===== src/rtl/conv_mac_sequencer.sv =====
// Sequencer for the shared 16x16 multiplier: walks a kernel window one tap per clock,
// bit-reverses each returned product and accumulates the dot product onto a valid/ready port.
module conv_mac_sequencer #(
  parameter int unsigned TAP_W  = 5,
  parameter int unsigned ADDR_W = 8,
  parameter int unsigned ACC_W  = 40
) (
  input  logic              clk,
  input  logic              rst_n,
  input  logic              start,
  input  logic [TAP_W-1:0]  num_taps,
  input  logic [ADDR_W-1:0] x_base,
  input  logic [ADDR_W-1:0] k_base,
  output logic              busy,
  output logic              mem_rd_en,
  output logic [ADDR_W-1:0] mem_addr_x,
  output logic [ADDR_W-1:0] mem_addr_k,
  input  logic [15:0]       x_data,
  input  logic [15:0]       k_data,
  output logic [15:0]       mul_a,
  output logic [15:0]       mul_b,
  input  logic [31:0]       mul_r,
  output logic [ACC_W-1:0]  result,
  output logic              result_valid,
  input  logic              result_ready
);

  localparam int unsigned PROD_W = 32;

  typedef enum logic [1:0] {S_IDLE, S_RUN, S_DRAIN, S_DONE} state_t;

  state_t              state_q, state_d;
  logic [TAP_W-1:0]    ntaps_q, ntaps_d;
  logic [TAP_W-1:0]    idx_q, idx_d;
  logic                drain_q, drain_d;
  logic [ADDR_W-1:0]   addr_x_q, addr_x_d;
  logic [ADDR_W-1:0]   addr_k_q, addr_k_d;
  logic                rd_en_q, rd_en_d;
  logic                dv_q, dv_d;
  logic                mv_q, mv_d;
  logic [15:0]         mul_a_q, mul_a_d;
  logic [15:0]         mul_b_q, mul_b_d;
  logic [ACC_W-1:0]    acc_q, acc_d;
  logic                valid_q, valid_d;
  logic                busy_q, busy_d;
  logic [PROD_W-1:0]   prod;

  // Undo the multiplier's bit-reversed product bus
  always_comb begin
    prod = '0;
    for (int i = 0; i < int'(PROD_W); i++) begin
      prod[i] = mul_r[PROD_W-1-i];
    end
  end

  always_comb begin
    state_d  = state_q;
    ntaps_d  = ntaps_q;
    idx_d    = idx_q;
    drain_d  = drain_q;
    addr_x_d = addr_x_q;
    addr_k_d = addr_k_q;
    rd_en_d  = 1'b0;
    // dv: read data on the bus this cycle; mv: mul_a/mul_b hold a live tap
    dv_d     = rd_en_q;
    mv_d     = dv_q;
    mul_a_d  = dv_q ? x_data : mul_a_q;
    mul_b_d  = dv_q ? k_data : mul_b_q;
    acc_d    = mv_q ? acc_q + ACC_W'(prod) : acc_q;

    case (state_q)
      S_IDLE: begin
        if (start) begin
          ntaps_d  = num_taps;
          idx_d    = '0;
          acc_d    = '0;
          addr_x_d = x_base;
          addr_k_d = k_base;
          if (num_taps == '0) begin
            state_d = S_DONE;
          end else begin
            state_d = S_RUN;
            rd_en_d = 1'b1;
          end
        end
      end
      S_RUN: begin
        if ((idx_q + TAP_W'(1)) == ntaps_q) begin
          state_d = S_DRAIN;
          drain_d = 1'b0;
        end else begin
          rd_en_d  = 1'b1;
          idx_d    = idx_q + TAP_W'(1);
          addr_x_d = addr_x_q + ADDR_W'(1);
          addr_k_d = addr_k_q + ADDR_W'(1);
        end
      end
      S_DRAIN: begin
        if (drain_q) begin
          state_d = S_DONE;
        end else begin
          drain_d = 1'b1;
        end
      end
      S_DONE: begin
        if (result_ready) begin
          state_d = S_IDLE;
        end
      end
      default: state_d = S_IDLE;
    endcase

    busy_d  = (state_d != S_IDLE);
    valid_d = (state_d == S_DONE);
  end

  always_ff @(posedge clk) begin
    if (!rst_n) begin
      state_q  <= S_IDLE;
      ntaps_q  <= '0;
      idx_q    <= '0;
      drain_q  <= 1'b0;
      addr_x_q <= '0;
      addr_k_q <= '0;
      rd_en_q  <= 1'b0;
      dv_q     <= 1'b0;
      mv_q     <= 1'b0;
      mul_a_q  <= '0;
      mul_b_q  <= '0;
      acc_q    <= '0;
      valid_q  <= 1'b0;
      busy_q   <= 1'b0;
    end else begin
      state_q  <= state_d;
      ntaps_q  <= ntaps_d;
      idx_q    <= idx_d;
      drain_q  <= drain_d;
      addr_x_q <= addr_x_d;
      addr_k_q <= addr_k_d;
      rd_en_q  <= rd_en_d;
      dv_q     <= dv_d;
      mv_q     <= mv_d;
      mul_a_q  <= mul_a_d;
      mul_b_q  <= mul_b_d;
      acc_q    <= acc_d;
      valid_q  <= valid_d;
      busy_q   <= busy_d;
    end
  end

  assign busy         = busy_q;
  assign mem_rd_en    = rd_en_q;
  assign mem_addr_x   = addr_x_q;
  assign mem_addr_k   = addr_k_q;
  assign mul_a        = mul_a_q;
  assign mul_b        = mul_b_q;
  assign result       = acc_q;
  assign result_valid = valid_q;

endmodule


===== config.mk =====
export PLATFORM = sky130hd
export DESIGN_NAME = conv_mac_sequencer
export DESIGN_NICKNAME = d
export VERILOG_FILES = /design/src/rtl/conv_mac_sequencer.sv
export SDC_FILE = /design/constraint.sdc
export NUM_CORES = 1
export LEC_CHECK = 0
export ABC_CLOCK_PERIOD_IN_PS = 5350
export BUFFER_PORTS_ARGS = -buffer_cell sky130_fd_sc_hd__buf_2
export CAP_MARGIN = 10
export CORE_ASPECT_RATIO = 1.4
export CORE_UTILIZATION = 57
export CTS_CLUSTER_SIZE = 40
export DETAILED_ROUTE_END_ITERATION = 10
export PLACE_DENSITY = 0.88
export REMOVE_ABC_BUFFERS = 1
export SYNTH_ARGS = -nofsm -noshare
export SYNTH_HDL_FRONTEND = slang
export SYNTH_SLANG_ARGS = --single-unit

===== constraint.sdc =====
create_clock -name clk -period 5.35 [get_ports clk]
set_input_delay 1.07 -clock clk [delete_from_list [all_inputs] [get_ports clk]]
set_output_delay 1.07 -clock clk [all_outputs]
set_load 0.02 [all_outputs]

Word level (Yosys, flattened, before mapping)
Cells that the tools add are included.

Input bits: 89. Word-level logic and storage cells: 58. Output and inout bits: 91. Register bits after elaboration: 106.

Multiplexer cells: 24. Eq/ne operators: 8. Reductions and logical operators: 8. $add $sub $neg: 4.

Operators by type and width (number): 2-to-1 mux 40 bit (3); adder 40 x 32 -> 40 bit (1); 2-to-1 mux 8 bit (4); one-hot mux 8 bit (2 select lines) (2); adder 8 x 1 -> 8 bit, second input constant (2); 2-to-1 mux 2 bit (5); 2-to-1 mux 5 bit (2); one-hot mux 5 bit (2 select lines) (1); one-hot mux 2 bit (4 select lines) (1); == test 2 bit, second input constant (3); inequality test 2 bit, second input constant (3); nonzero test 2 bit (3); adder 5 x 1 -> 5 bit, second input constant (1); == test 5 bit (1); logical NOT 5 bit (1); 2-to-1 mux 1 bit (4); one-hot mux 1 bit (2 select lines) (2); AND reduction 2 bit (2); AND reduction 3 bit (1); == test 2 x 1 -> 1 bit, second input constant (1); logical NOT 2 bit (1).

Depth between registers and ports, before layout
Gate-level depths: netlist of run 1.

Depth after elaboration: 5. Mapped depth: 11. Mapped depth without buffers: 10.

Least setup slack after synthesis of run 1
OpenSTA, ideal clock, no wires.

Path kind: input to register. Start point: input mul_r[23]. End point: register acc_q[31], in the netlist result[31]. Path slack: 2051 ps. Stages on the path: 11. Path buffers: 2. Data arrival time: 3177 ps. Data required time: 5228 ps. Setup time: 122 ps. Path through: ha_1 buf_2 and3_1 nand3_1 or3_4 a21oi_4 o31ai_4 o31a_1 buf_6 and4_4 a311o_1.

Cells in the longest elaborated chain, start to end: 4.

Ends and longest elaborated chain: from (decl) (line 22) `input logic [31:0] mul_r,`; adder 40 x 32 -> 40 bit (*) (line 69) `acc_d = mv_q ? acc_q + ACC_W'(prod) : acc_q;`; 2-to-1 mux 40 bit (*) (line 69); 2-to-1 mux 40 bit (line 73) `if (start) begin`; 2-to-1 mux 40 bit (*) (line 71) `case (state_q)`; to (signal assigned) (line 130) `acc_q <= '0;`; to (signal assigned) (line 145) `acc_q <= acc_d;`; to (decl) (line 43) `logic [ACC_W-1:0] acc_q, acc_d;`.

Every way passes the cells marked *; elsewhere a longest branch is shown, timed or not. A chain may end at the register's enable or synchronous reset.

Final worst setup path of run 1
Start point: input mul_r[30]. End point: register acc_q[31], in the netlist result[31].

The elaborated chain is that of the path after synthesis.

==> impl_metrics.tcl, run 1 <==
set metrics [dict create \
    grt_pass1_vias 5802 \
    p_int_mw 1.48 \
    ys_seq_area_frac 0.341 \
    period_needed_ps 3310 \
    synth_area_um2 6230 \
    status "completed" \
    grt_max_degree 61 \
    p_comb_frac 0.240 \
    io_buffers 179 \
    grt_overflow_total 0 \
    dieArea_um2 11400 \
    cp.arrival_ps 3550 \
    min_to "ntaps_q[3]$_SDFFE_PN0P_" \
    h-tree-depth 3 \
    r2r_slack_ps 2520 \
    p_leak_nw 3.41 \
    drc 0 \
    max_freq_ghz 0.302 \
    first_pass_iters 5 \
    core_area_um2 10500 \
    cts.reportedPaths.clkPinSlew_ps 70 \
    relSlewSlack 0.245 \
    wl_per_cell_um 14.9 \
    grt_pass1_wl_um 25600 \
    vias 6126 \
    end_kind "flip-flop" \
    synth_top_family_by_area "compound AO/OA/AOI/OAI gates" \
    synth_mux_area_frac 0.0980 \
    reg2reg_from "result[1]$_SDFF_PN0_" \
    path_class "input port to flip-flop" \
    cts_setup_buffers 0 \
    p_seq_frac 0.425 \
    diodes 0 \
    layoutNonFillerInstCount 1056 \
    mostFrequentLayoutCells "179 x buf_2, 110 x nor2_1, 104 x dfxtp_1, 67 x a21oi_1, 61 x mux2i_1" \
    clockPowerShare 0.335 \
    cts-resized-gates 0 \
    synth_xor_area_frac 0.0394 \
    drive_gt1_frac 0.239 \
    rsz0062_at_grt "no" \
    layout_commonest_cell "buf_2" \
    drtIter0Drc 280 \
    die_h_um 126 \
    cts.sink_count 106 \
    cts_tree "yes" \
    synth_seq_cells 106 \
    die_x_um 90.4 \
    path_cells "buf_2 -> ha_1 -> a211o_2 -> a211oi_2 -> or3_4 -> a21oi_4 -> o31ai_4 -> o31a_1 -> nor4_1 -> a311o_1" \
    synth_area_leader_cell "dfxtp_1" \
    ant_nets 0 \
    hold_path_depth 2 \
    area_growth_pct 20.5 \
    vias_per_cell 5.80 \
    cts-hold-fix-buffers 0 \
    grt_busiest_layer "met2" \
    rr_worst_depth 9 \
    p_per_area_nw_per_um2 288 \
    r2r_end "result[31]$_SDFF_PN0_" \
    worst_ep_required_time_ps 5590 \
    avgSynthCellArea_um2 8.22 \
    synth_edf_count 0 \
    synthSimpleGateAreaFrac 0.201 \
    antenna_found_initial 0 \
    cpMaxStageDelayCell "o31a_1" \
    setup.worst_path.start_class "input port" \
    ir_drop_uv 208 \
    gr-usage-met2 0.495 \
    io_pins 180 \
    max-cap-violations 0 \
    period_share 0.619 \
    clock_skew_ps 7.23 \
    yosys.cell_types.count 56 \
    worstHoldStart "ntaps_q[3]$_SDFFE_PN0P_" \
    synth_fa_ha_area_frac 0.0735 \
    swShare 0.315 \
    synthArstFlopShare 0 \
    dp_hpwl_um 11700 \
    worstMarginPinSlew_ps 1130 \
    cts_root_buffer "clkbuf_16" \
    clk_path_buf_depth 2 \
    tns_ps 0 \
    finalSetupViolCount 0 \
    yosys_warnings 0 \
    start_util 0.592 \
    wl_um 15700 \
    min_path_type "flip-flop to flip-flop" \
    hold_viol_final 0 \
    synth_top_area_share 0.341 \
    utilization 0.714 \
    synth_compound_area_frac 0.214 \
    place.gp.congestion 0.932 \
    numCtsBuffers 9 \
    syn_inst 758 \
    track_usage 0.274 \
    num_rows 44 \
    dp_cells 1040 \
    use_met3 0.0556 \
    synth_ff_type "dfxtp_1" \
    grtUsageMet1 0.308 \
    slew_violations 0 \
    cp_max_fo 6 \
    max_stage_delay_ps 400 \
    power.switching_mw 0.682 \
    clock_latency_ps 350 \
    nets 1038 \
    synth_top_cells_by_area "dfxtp_1 34%, mux2i_1 9.8%, ha_1 7.0%" \
]
## state kept, by name, summed over array words and instances, names as in the netlist, 2 cells and up
name        count
idx_q           5
state_q         2
mem_addr_k      8
mul_b          16
result         40
mem_addr_x      8
ntaps_q         5
mul_a          16
## metal layers
layer / wire length, um / vias to the layer above
met5: 0 / -
li1: - / 3042
met4: 483 / 0
met3: 965 / 52
met2: 7900 / 240
met1: 6350 / 2792
## logic make-up (layout without fill, tap and decap cells)
logic type,count (synthesis),in the layout
flops,106,106
fa+ha+maj,36,36
compound gates,211,211
simple gates,265,265
mux,61,61
xor+xnor,28,28
buf+inv,51,211
## final cells by class
class | count | area (um2)
multi-input cells | 601 | 3910
well taps | 138 | 173
clock inverters | 5 | 85.1
clock buffers | 11 | 243
fillers | 873 | 3010
flip-flops and latches | 106 | 2120
repair buffers | 184 | 933
inverters | 11 | 41.3
## worst max path at each step
stage          startpoint               endpoint  cells past startpoint
2_1_floorplan   mul_r[29]  result[31]$_SDFF_PN0_                      9
3_3_place_gp    mul_r[30]  result[31]$_SDFF_PN0_                     10
3_5_place_dp    mul_r[30]  result[31]$_SDFF_PN0_                     10
4_1_cts         mul_r[30]  result[31]$_SDFF_PN0_                     10
5_1_grt         mul_r[30]  result[31]$_SDFF_PN0_                     10
6_report        mul_r[30]  result[31]$_SDFF_PN0_                     10
## stage by stage
stage	area, um2	worst slack (ps)	hold slack [ps]	power, mW
4_1_cts	7510	2060	479	2.18
3_3_place_gp	7180	1760	439	1.44
6_report	7510	2040	476	2.16
2_1_floorplan	6070	2070	448	1.28
5_1_grt	7510	1920	494	2.27
3_5_place_dp	7180	1690	462	1.45
## Yosys cell counts (2+ instances only)
cell	number
a31oi_1	12
nor3b_1	7
mux2i_1	61
and3_1	9
xnor2_1	19
a211oi_1	9
nand3_1	26
nand4_1	9
buf_2	5
or3_1	10
nor2_1	111
a21o_1	14
nor2b_1	3
nand2_1	49
a21oi_1	68
nor4_1	5
dfxtp_1	106
or2_2	2
buf_1	4
o21a_1	12
o21ai_0	47
clkbuf_1	30
nor3_1	9
nand2b_1	2
a31o_2	3
a21boi_0	2
o31a_1	4
o211ai_1	7
nor4b_1	4
o21bai_1	13
and2_1	9
a22oi_1	6
a211oi_2	2
a21o_2	2
nand3b_1	5
xor2_1	9
inv_1	10
ha_1	35
## critical path, delay by kind of cell
family / cells / cell delay (ps)
simple gates: 2 / 300
buf+inv: 1 / 120
fa+ha+maj: 1 / 310
compound gates: 6 / 1740
## power groups by stage
stage / combinational, mW / sequential (mW) / clock [mW]
global route: 0.573 / 0.929 / 0.766
floorplan: 0.294 / 0.981 / 0
finish: 0.519 / 0.920 / 0.725
detailed placement: 0.516 / 0.935 / 0
CTS: 0.520 / 0.919 / 0.739
global placement: 0.506 / 0.933 / 0
No activity file was read; power rests on OpenSTA's default activity.
==> run 2: changes to the inputs <==
--- a/config.mk
+++ b/config.mk
@@ -5,14 +5,14 @@
 export SDC_FILE = /design/constraint.sdc
 export NUM_CORES = 1
 export LEC_CHECK = 0
-export ABC_CLOCK_PERIOD_IN_PS = 5350
+export ABC_CLOCK_PERIOD_IN_PS = 3100
 export BUFFER_PORTS_ARGS = -buffer_cell sky130_fd_sc_hd__buf_2
 export CAP_MARGIN = 10
 export CORE_ASPECT_RATIO = 1.4
-export CORE_UTILIZATION = 57
+export CORE_UTILIZATION = 53
 export CTS_CLUSTER_SIZE = 40
 export DETAILED_ROUTE_END_ITERATION = 10
-export PLACE_DENSITY = 0.88
+export PLACE_DENSITY = 0.82
 export REMOVE_ABC_BUFFERS = 1
 export SYNTH_ARGS = -nofsm -noshare
 export SYNTH_HDL_FRONTEND = slang
==> constraint.sdc (replaced) <==
create_clock -name clk -period 3.1 [get_ports clk]
set_input_delay 0.62 -clock clk [delete_from_list [all_inputs] [get_ports clk]]
set_output_delay 0.62 -clock clk [all_outputs]
set_load 0.02 [all_outputs]
==> impl_metrics.tcl, run 2 (synthesis results as in run 1) <==
set metrics [dict create \
    place.gp.congestion 0.889 \
    drive_gt1_frac 0.250 \
    wl_per_cell_um 15.0 \
    cts_root_buffer "clkbuf_16" \
    period_share 0.888 \
    num_rows 46 \
    finalInstanceArea_um2 7580 \
    vias 6138 \
    p_per_area_nw_per_um2 477 \
    status "completed" \
    path_cells "buf_2 -> ha_1 -> fa_1 -> a211oi_1 -> o21a_1 -> o21ai_1 -> o2111ai_1 -> and2_1 -> o31a_1 -> o21ai_0 -> o31ai_1" \
    cts.reportedPaths.clkPinSlew_ps 70 \
    largest_register_ffs 40 \
    numCtsBuffers 9 \
    p_comb_frac 0.253 \
    grt_pass1_wl_um 25800 \
    p_leak_nw 3.46 \
    hold_path_depth 1 \
    relSlewSlack 0.362 \
    dp_hpwl_um 12100 \
    h-tree-depth 3 \
    first_pass_iters 5 \
    cts_tree "yes" \
    utilization 0.665 \
    pre_cts_ws_ps -6.95 \
    cp_max_fo 4 \
    total_power_mw 3.62 \
    vias_per_cell 5.70 \
    area_growth_pct 21.7 \
    io_buffers 179 \
    max_stage_delay_ps 410 \
    grt_overflow_total 0 \
    period_needed_ps 2750 \
    power.switching_mw 1.21 \
    clk_path_buf_depth 2 \
    nets 1052 \
    p_seq_frac 0.436 \
    cpMaxStageDelayCell "fa_1" \
    cts-resized-gates 0 \
    path_class "input port to flip-flop" \
    finalSetupViolCount 0 \
    track_usage 0.263 \
    rsz0062_at_grt "no" \
    clock_skew_ps 5.57 \
    mostFrequentLayoutCells "179 x buf_2, 110 x nor2_1, 104 x dfxtp_1, 67 x a21oi_1, 61 x mux2i_1" \
    cts-hold-fix-buffers 0 \
    min_path_type "flip-flop to flip-flop" \
    worst_ep_required_time_ps 3360 \
    wl_um 16100 \
    io_pins 180 \
    ir_drop_uv 416 \
    setup.worst_path.start_class "input port" \
    slew_violations 0 \
    cts_setup_buffers 0 \
    core_area_um2 11400 \
    p_int_mw 2.41 \
    worstMarginPinSlew_ps 957 \
    dieArea_um2 12200 \
    max_freq_ghz 0.363 \
    drtIter0Drc 261 \
    swShare 0.333 \
    rr_worst_depth 10 \
    die_h_um 130 \
    cp.arrival_ps 3010 \
    setup_ws_ps 346 \
    die_x_um 93.6 \
    ant_nets 0 \
    diodes 0 \
    clockPowerShare 0.312 \
    grt_max_degree 61 \
    clock_latency_ps 350 \
    max-cap-violations 0 \
    cts.sink_count 106 \
    antenna_found_initial 0 \
    end_kind "flip-flop" \
    hold_viol_final 0 \
    grt_pass1_vias 5855 \
    drc 0 \
    layout_commonest_cell "buf_2" \
    whs_ps 471 \
    start_util 0.547 \
    dpl_cell_area_um2 7290 \
]
## run 2: cell count changes in the layout (fill, tap and decap cells not counted), sizes merged
cell    before  now
clkinv       3    5
buf        184  198
bufinv       2    0
## run 2: metrics by stage
stage	setup TNS, ps	instances
3_5_place_dp	-6.95	1060
5_1_grt	0	1076
2_1_floorplan	0	718
6_report	0	1076
4_1_cts	0	1076
3_3_place_gp	0	1060
## run 2: worst max-delay path: cells and delay by family
kind            cells  cell delay [ps]
compound gates      7             1440
fa+ha+maj           2              640
buf+inv             1              100
simple gates        1              210
## run 2: area by class of cell
class	instances	area (um2)
Clock buffer	11	243
Fill cell	985	3810
Tap cell	144	180
Sequential cell	106	2120
Inverter	11	41.3
Clock inverter	5	46.3
Timing Repair Buffer	198	1040
Multi-Input combinational cell	601	3910
## run 2: worst paths after layout
path / startpoint / slack (ps) / to
max: mul_r[31] / 350 / result[30]$_SDFF_PN0_
min: mem_rd_en$_SDFF_PN0_ / 470 / dv_q$_SDFF_PN0_
max reg2reg: result[0]$_SDFF_PN0_ / 400 / result[30]$_SDFF_PN0_
min reg2reg: mem_rd_en$_SDFF_PN0_ / 470 / dv_q$_SDFF_PN0_
## run 2: layer usage
metal  routed length (um)  global-route usage  part of all wire  vias up
met4                  477               0.134             0.030        0
met3                  869              0.0484             0.054       39
met1                 6440               0.283              0.40     2823
li1                     -                   -                 -     3078
met5                    0                   0                 0        -
met2                 8340               0.487              0.52      198
## run 2: power by group through the flow
| stage | clock network, mW | logic [mW] | registers, mW |
|---|---|---|---|
| after floorplan | 0 | 0.508 | 1.69 |
| after global placement | 0 | 0.895 | 1.60 |
| after detailed placement | 0 | 0.913 | 1.61 |
| after CTS | 1.15 | 0.916 | 1.58 |
| after global routing | 1.19 | 1.02 | 1.59 |
| final | 1.13 | 0.914 | 1.58 |
==> run 3: changes to the inputs <==
--- a/config.mk
+++ b/config.mk
@@ -13,6 +13,7 @@
 export CTS_CLUSTER_SIZE = 40
 export DETAILED_ROUTE_END_ITERATION = 10
 export PLACE_DENSITY = 0.82
+export RECOVER_POWER = 100
 export REMOVE_ABC_BUFFERS = 1
 export SYNTH_ARGS = -nofsm -noshare
 export SYNTH_HDL_FRONTEND = slang
==> impl_metrics.tcl, run 3 (synthesis results as in run 1) <==
set metrics [dict create \
    die_x_um 93.6 \
    end_kind "flip-flop" \
    clock_skew_ps 8.95 \
    place.gp.congestion 0.889 \
    rsz0062_at_grt "no" \
    period_share 0.944 \
    status "finished, violations left" \
    dieArea_um2 12200 \
    finalSetupViolCount 0 \
    cts.reportedPaths.clkPinSlew_ps 70 \
    layoutNonFillerInstCount 1076 \
    drtIter0Drc 257 \
    h-tree-depth 3 \
    grt_max_degree 61 \
    max_freq_ghz 0.342 \
    max_stage_delay_ps 410 \
    reg2reg_from "result[8]$_SDFF_PN0_" \
    cts.sink_count 106 \
    die_h_um 130 \
    layout_commonest_cell "nor2_1" \
    core_area_um2 11400 \
    drc 0 \
    start_util 0.547 \
    track_usage 0.263 \
    first_pass_iters 4 \
    grt_pass1_wl_um 25800 \
    slew_violations 34 \
    clock_latency_ps 350 \
    io_pins 180 \
    area_growth_pct 19.1 \
    io_buffers 179 \
    cp.arrival_ps 3160 \
    worst_ep_required_time_ps 3330 \
    grt_overflow_total 0 \
    grt_pass1_vias 5855 \
    drive_gt1_frac 0.143 \
    cts-hold-fix-buffers 0 \
    violations "capacitance limit, slew limit" \
    r2r_end "result[31]$_SDFF_PN0_" \
    max-cap-violations 1 \
    cts_tree "yes" \
    path_cells "buf_2 -> ha_1 -> and3_1 -> nand3_1 -> or3_1 -> a21oi_1 -> o31ai_4 -> o31a_1 -> and4_2 -> a311o_1" \
    hold_viol_final 0 \
    ir_drop_uv 413 \
    period_needed_ps 2930 \
    wl_um 16200 \
    dp_cells 1060 \
    utilization 0.651 \
    cp_max_fo 7 \
    vias 6181 \
    nets 1052 \
    setup.worst_path.start_class "input port" \
    largest_register_ffs 40 \
    dpl_cell_area_um2 7290 \
    min_path_type "flip-flop to flip-flop" \
    critPathLaunch "mul_r[23]" \
    crit_end "result[31]$_SDFF_PN0_" \
    cts-resized-gates 0 \
    finalInstanceArea_um2 7420 \
    rr_worst_depth 9 \
    mostFrequentLayoutCells "110 x nor2_1, 105 x dfxtp_1, 96 x clkbuf_1, 87 x buf_2, 68 x a21oi_1" \
    num_rows 46 \
    cts_root_buffer "clkbuf_16" \
    ant_nets 0 \
    fillCellCount 1032 \
    numCtsBuffers 9 \
    cts_setup_buffers 0 \
    antenna_found_initial 0 \
    diodes 0 \
    wl_per_cell_um 15.0 \
    vias_per_cell 5.74 \
    path_class "input port to flip-flop" \
    cpMaxStageDelayCell "ha_1" \
    worstMarginPinSlew_ps 1770 \
    p_per_area_nw_per_um2 484 \
    relSlewSlack -0.181 \
    p_leak_nw 3.05 \
    r2r_slack_ps 200 \
    dp_hpwl_um 12100 \
    clk_path_buf_depth 2 \
]
-- run 3: how the worst min path moves through the flow --
| stage | startpoint | endpoint | cells after the start |
|---|---|---|---|
| global route | mem_rd_en$_SDFF_PN0_ | dv_q$_SDFF_PN0_ | 1 |
| detailed placement | mem_rd_en$_SDFF_PN0_ | dv_q$_SDFF_PN0_ | 1 |
| CTS | mem_rd_en$_SDFF_PN0_ | dv_q$_SDFF_PN0_ | 1 |
| global placement | mem_rd_en$_SDFF_PN0_ | dv_q$_SDFF_PN0_ | 1 |
| finish | ntaps_q[4]$_SDFFE_PN0P_ | ntaps_q[4]$_SDFFE_PN0P_ | 2 |
| floorplan | ntaps_q[3]$_SDFFE_PN0P_ | ntaps_q[3]$_SDFFE_PN0P_ | 2 |
-- run 3: routing by layer --
layer,GRT usage,vias to the layer above,wire length (um)
met5,0,-,0
met3,0.0484,39,855
met2,0.487,205,8370
li1,-,3085,-
met4,0.134,0,491
met1,0.283,2852,6480
-- run 3: through the flow --
stage          total power [mW]  setup WS, ps  hold WS [ps]  setup TNS [ps]
2_1_floorplan              2.20           270           448               0
3_3_place_gp               2.50          89.0           453               0
3_5_place_dp               2.52         -6.95           453           -6.95
4_1_cts                    3.64           373           472               0
5_1_grt                    3.78          52.3           493               0
6_report                   3.59           174           472               0
-- run 3: critical path: cells and delay by family --
kind,cells,cell delay (ps)
AOI/OAI and AO/OA,4,1090
and+or+nand+nor,4,940
adders and majority gates,1,410
buffers and inverters,1,100
-- run 3: cell type report --
| class | count | area, um2 | area share |
|---|---|---|---|
| clock buffers | 11 | 243 | 0.0327 |
| clock inverters | 5 | 46.3 | 0.00624 |
| inverters | 11 | 41.3 | 0.00556 |
| multi-input cells | 601 | 3880 | 0.523 |
| flip-flops and latches | 106 | 2120 | 0.286 |
| well taps | 144 | 180 | 0.0243 |
| repair buffers | 198 | 907 | 0.122 |
-- run 3: power by group --
part / internal, mW / total [mW] / switching (mW)
registers: 1.46 / 1.58 / 0.114
clock network: 0.581 / 1.13 / 0.546
logic: 0.343 / 0.889 / 0.546
total: 2.39 / 3.59 / 1.21
